[config.mk]
export PLATFORM = sky130hd
export DESIGN_NAME = io_device_hub
export DESIGN_NICKNAME = d
export VERILOG_FILES = /design/src/rtl/io_device_hub.sv
export SDC_FILE = /design/constraint.sdc
export NUM_CORES = 1
export LEC_CHECK = 0
export CAP_MARGIN = 20
export CORE_AREA = 5 5 213 215
export CTS_BUF_LIST = sky130_fd_sc_hd__clkbuf_16
export DETAILED_ROUTE_END_ITERATION = 8
export DIE_AREA = 0 0 218 220
export DONT_BUFFER_PORTS = 1
export GPL_TIMING_DRIVEN = 0
export PLACE_DENSITY = 0.58
export SLEW_MARGIN = 20
export SYNTH_ARGS = -nofsm -noshare
export SYNTH_HDL_FRONTEND = slang
export SYNTH_SLANG_ARGS = --single-unit
export TNS_END_PERCENT = 10
[constraint.sdc]
create_clock -name clk -period 5.9 [get_ports clk]
set_clock_uncertainty 0.1 [all_clocks]
set_input_delay 1.475 -clock clk [delete_from_list [all_inputs] [get_ports clk]]
set_output_delay 1.475 -clock clk [all_outputs]
set_load 0.02 [all_outputs]
[src/rtl/io_device_hub.sv]
// Multi-channel I/O hub: per-channel 2-deep key FIFO toward the processor and
// an edge-triggered display latch for each processor output word.
module io_device_hub #(
  parameter int CHANNELS = 4,
  parameter int WIDTH    = 32
) (
  input  logic                      clk,
  input  logic                      reset,
  input  logic [CHANNELS*WIDTH-1:0] key_data,
  input  logic [CHANNELS-1:0]       key_valid,
  output logic [CHANNELS-1:0]       key_ready,
  output logic [CHANNELS*WIDTH-1:0] dev_in,
  output logic [CHANNELS-1:0]       enter_in,
  input  logic [CHANNELS-1:0]       in_ack,
  input  logic [CHANNELS*WIDTH-1:0] dev_out,
  input  logic [CHANNELS-1:0]       enter_out,
  output logic [CHANNELS*WIDTH-1:0] disp_data,
  output logic [CHANNELS-1:0]       disp_valid,
  output logic [CHANNELS-1:0]       disp_update,
  output logic [CHANNELS-1:0]       overrun,
  input  logic [CHANNELS-1:0]       ovr_clr
);

  localparam logic [1:0] ST_EMPTY = 2'd0;
  localparam logic [1:0] ST_ONE   = 2'd1;
  localparam logic [1:0] ST_FULL  = 2'd2;

  logic [CHANNELS-1:0] enter_prev;
  logic [CHANNELS-1:0] enter_rise;

  // The history register also loads during reset, so a strobe held high
  // through reset is treated as already seen.
  always_ff @(posedge clk) begin
    enter_prev <= enter_out;
  end

  assign enter_rise = enter_out & ~enter_prev;

  for (genvar c = 0; c < CHANNELS; c++) begin : g_chan
    logic [1:0]       state;
    logic [WIDTH-1:0] head;
    logic [WIDTH-1:0] tail;
    logic [WIDTH-1:0] word;
    logic             push;
    logic             pop;
    logic             drop;

    assign word = key_data[WIDTH*c +: WIDTH];
    assign push = key_valid[c] && (state != ST_FULL);
    assign drop = key_valid[c] && (state == ST_FULL);
    assign pop  = in_ack[c] && (state != ST_EMPTY);

    assign key_ready[c]             = (state != ST_FULL);
    assign enter_in[c]              = (state == ST_ONE) || (state == ST_FULL);
    assign dev_in[WIDTH*c +: WIDTH] = enter_in[c] ? head : '0;

    // NOTE: sequential state uses non-blocking assignments so every register
    // samples pre-edge values regardless of statement order.
    always_ff @(posedge clk) begin
      if (reset) begin
        state <= ST_EMPTY;
      end else begin
        case (state)
          ST_EMPTY: if (push) state <= ST_ONE;
          ST_ONE: begin
            if (push && !pop)      state <= ST_FULL;
            else if (pop && !push) state <= ST_EMPTY;
          end
          ST_FULL:  if (pop) state <= ST_ONE;
          default:  state <= ST_EMPTY;
        endcase
      end
    end

    // NOTE: the FIFO storage has no reset; its contents are only visible
    // through dev_in when the state says an entry is valid.
    always_ff @(posedge clk) begin
      case (state)
        ST_EMPTY: if (push) head <= word;
        ST_ONE: begin
          if (push && pop) head <= word;
          else if (push)   tail <= word;
        end
        ST_FULL:  if (pop) head <= tail;
        default: ;
      endcase
    end

    // A fresh drop outranks a clear arriving on the same edge.
    always_ff @(posedge clk) begin
      if (reset)           overrun[c] <= 1'b0;
      else if (drop)       overrun[c] <= 1'b1;
      else if (ovr_clr[c]) overrun[c] <= 1'b0;
    end

    always_ff @(posedge clk) begin
      if (reset) begin
        disp_data[WIDTH*c +: WIDTH] <= '0;
        disp_valid[c]               <= 1'b0;
        disp_update[c]              <= 1'b0;
      end else begin
        disp_update[c] <= enter_rise[c];
        if (enter_rise[c]) begin
          disp_data[WIDTH*c +: WIDTH] <= dev_out[WIDTH*c +: WIDTH];
          disp_valid[c]               <= 1'b1;
        end
      end
    end
  end

endmodule

==> reports/metrics.yaml <==
synth_area_per_cell_um2: 12.50
first_global_vias: 9380
grt_max_degree: 25
place_congestion: 0.8262
fmax_mhz: 255.2
drcViolationCount: 0
dieArea_um2: 47960
cts_sinks: 408
power_density_nw_per_um2: 435.4
finalPower_mw: 7.902
ys_warn_count: 0
cp_data_arrival_time_ns: 2.34
coreArea_um2: 43550
drv_cap: 0
netlist-cell-type-count: 42
clk_pin_slew_worst_paths_ns: 0.06
wl_per_cell_um: 22.04
p_leak_nw: 6.220
io_pins: 550
cts_resized: 0
fin_setup_tns_ns: 0
synth-adder-area-share_pct: 1.739
cts_hold_buf: 0
via_per_inst: 4.974
die_h_um: 220
cp.required_ns: 4.32
start_kind: "flop"
setup_viol: 0
nNetsFinal: 1616
grt-ovfl-total: 0
synth-compound-area-share_pct: 5.644
holdWs_ns: 0.4283
cts_buffer_depth: 3
status: "finished clean"
cts_tree: "yes"
rows: 77
hold_viol: 0
postSynthCellCount: 1266
drive_gt1_share_pct: 15.96
pre_cts_ws_ns: 2.517
clk_latency_ns: 0.55
antenna_found_initial: 2
synth_top_family_by_area: "simple AND/OR/NAND/NOR gates"
dp.cells: 1867
syn-cell-area_um2: 15830
final_cells: 1946
synth-simple-area-share_pct: 13.42
final_cell_area_um2: 18150
crit_type: "reg2out"
relSlewSlack_pct: 40.04
cts_max_level: 2
critPathMaxFanout: 10
fin_util_pct: 41.68
ys_ff_latch: 408
vdd_drop_max_mv: 0.2389
start_util_pct: 36.35
wirelength_um: 42890
via_count: 9679
numCtsBuffers: 43
drt_iter0_markers: 570
final_cell_mix: "nand2_1, edfxtp_1, dfxtp_1, a21oi_1"
period_share_pct: 66.41
clock-root-buffer: "clkbuf_16"
dr.pass1.iters: 5
period_needed_ns: 3.918
dp_hpwl_um: 32820
slew_viol_final: 0
rsz0062_at_grt: "false"
tightestPinTransition_ns: 0.8995
synth-xor-area-share_pct: 0
cts_setup_buffers: 0
layout_setup_ws_ns: 1.982
synth_mux_area_share_pct: 9.170
worstSetupEndpointType: "output port"
mostFrequentLayoutCell: "nand2_1"
syn2layout_area_growth_pct: 14.67
hp-class: "reg2reg"
drt.antenna.violating_nets: 0
grt_pass1_wl_um: 60980
placed_area_um2: 16850
numPortBuffers: 0
dieWidth_um: 218
gr-usage-all-layers_pct: 16.55
syn-num-nets: 1562
seq_area_frac_synth_pct: 67.79
==> power breakdown <==
group | internal [mW] | switching (mW)
logic | 0.470 | 1.13
registers | 3.59 | 0.194
clock network | 1.42 | 1.09
total | 5.48 | 2.42
==> state kept, by name, indices dropped and copies added, names as in the netlist <==
name	flops
disp_data	128
g_chan.head	128
g_chan.tail	128
g_chan.state	8
disp_update	4
disp_valid	4
enter_prev	4
overrun	4
==> layer usage <==
metal	up-vias	part of all wire, %	track usage (%)
li1	4500	-	-
met5	-	0.019	0
met4	2	2.4	4.919
met2	406	49	27.24
met3	74	10	6.814
met1	4697	38	20.04
==> synth_stat cells (all sizes together) <==
master | number | area share [%]
a22oi | 1 | 0.047
nand3 | 2 | 0.063
edfxtp | 256 | 49
clkbuf | 58 | 1.4
buf | 18 | 0.47
a22o | 2 | 0.17
mux2 | 128 | 9.1
o21ai | 5 | 0.16
a2bb2oi | 1 | 0.055
nor2 | 23 | 0.55
nor3b | 1 | 0.047
and2 | 128 | 5.1
o22a | 3 | 0.17
o22ai | 1 | 0.040
a221o | 1 | 0.063
o21bai | 1 | 0.047
dfxtp | 152 | 19
mux2i | 1 | 0.063
nand2 | 265 | 6.3
nor4 | 1 | 0.040
o311a | 1 | 0.063
inv | 16 | 0.38
nand2b | 16 | 0.68
a31oi | 2 | 0.079
and4 | 1 | 0.055
a21boi | 3 | 0.14
a221oi | 1 | 0.055
nor2b | 9 | 0.37
a31o | 1 | 0.055
or3 | 2 | 0.079
ha | 22 | 1.7
or4b | 1 | 0.063
o21a | 2 | 0.095
a21oi | 135 | 4.3
nand4 | 1 | 0.040
nor4bb | 1 | 0.063
nor3 | 1 | 0.032
a211oi | 3 | 0.14
==> area by class of cell <==
cell class	count	area (um2)
tap	592	740.7
fill	4122	25400
timing repair buffer	9	207.7
multi-input combinational	766	4813
buffer	76	294.0
clock buffer	45	1126
antenna	1	2.502
sequential	408	10730
clock inverter	33	175.2
inverter	16	60.06
==> path summary, 6_finish.rpt <==
path	slack, ns	from	cells after the start	to
setup / recovery	1.98	g_chan[1].state[0]$_SDFFE_PP0P_	4	dev_in[53]
setup reg to reg	3.37	g_chan[0].state[0]$_SDFFE_PP0P_	7	g_chan[0].head[2]$_DFFE_PP_
hold / removal	0.43	g_chan[3].state[0]$_SDFFE_PP0P_	2	g_chan[3].state[0]$_SDFFE_PP0P_
hold reg to reg	0.43	g_chan[3].state[0]$_SDFFE_PP0P_	2	g_chan[3].state[0]$_SDFFE_PP0P_
==> cell families after synthesis <==
group	after synthesis
simple gates	452
flops	408
buf+inv	92
fa+ha+maj	22
compound gates	163
mux	129
==> critical path, stage by stage, from the launching register on <==
cell and delay (ns):
dfxtp_1 0.40, inv_1 0.13, ha_1 0.54, clkbuf_1 0.37
and2_1 0.36
Note: power is estimated with default switching activity, not from simulation.
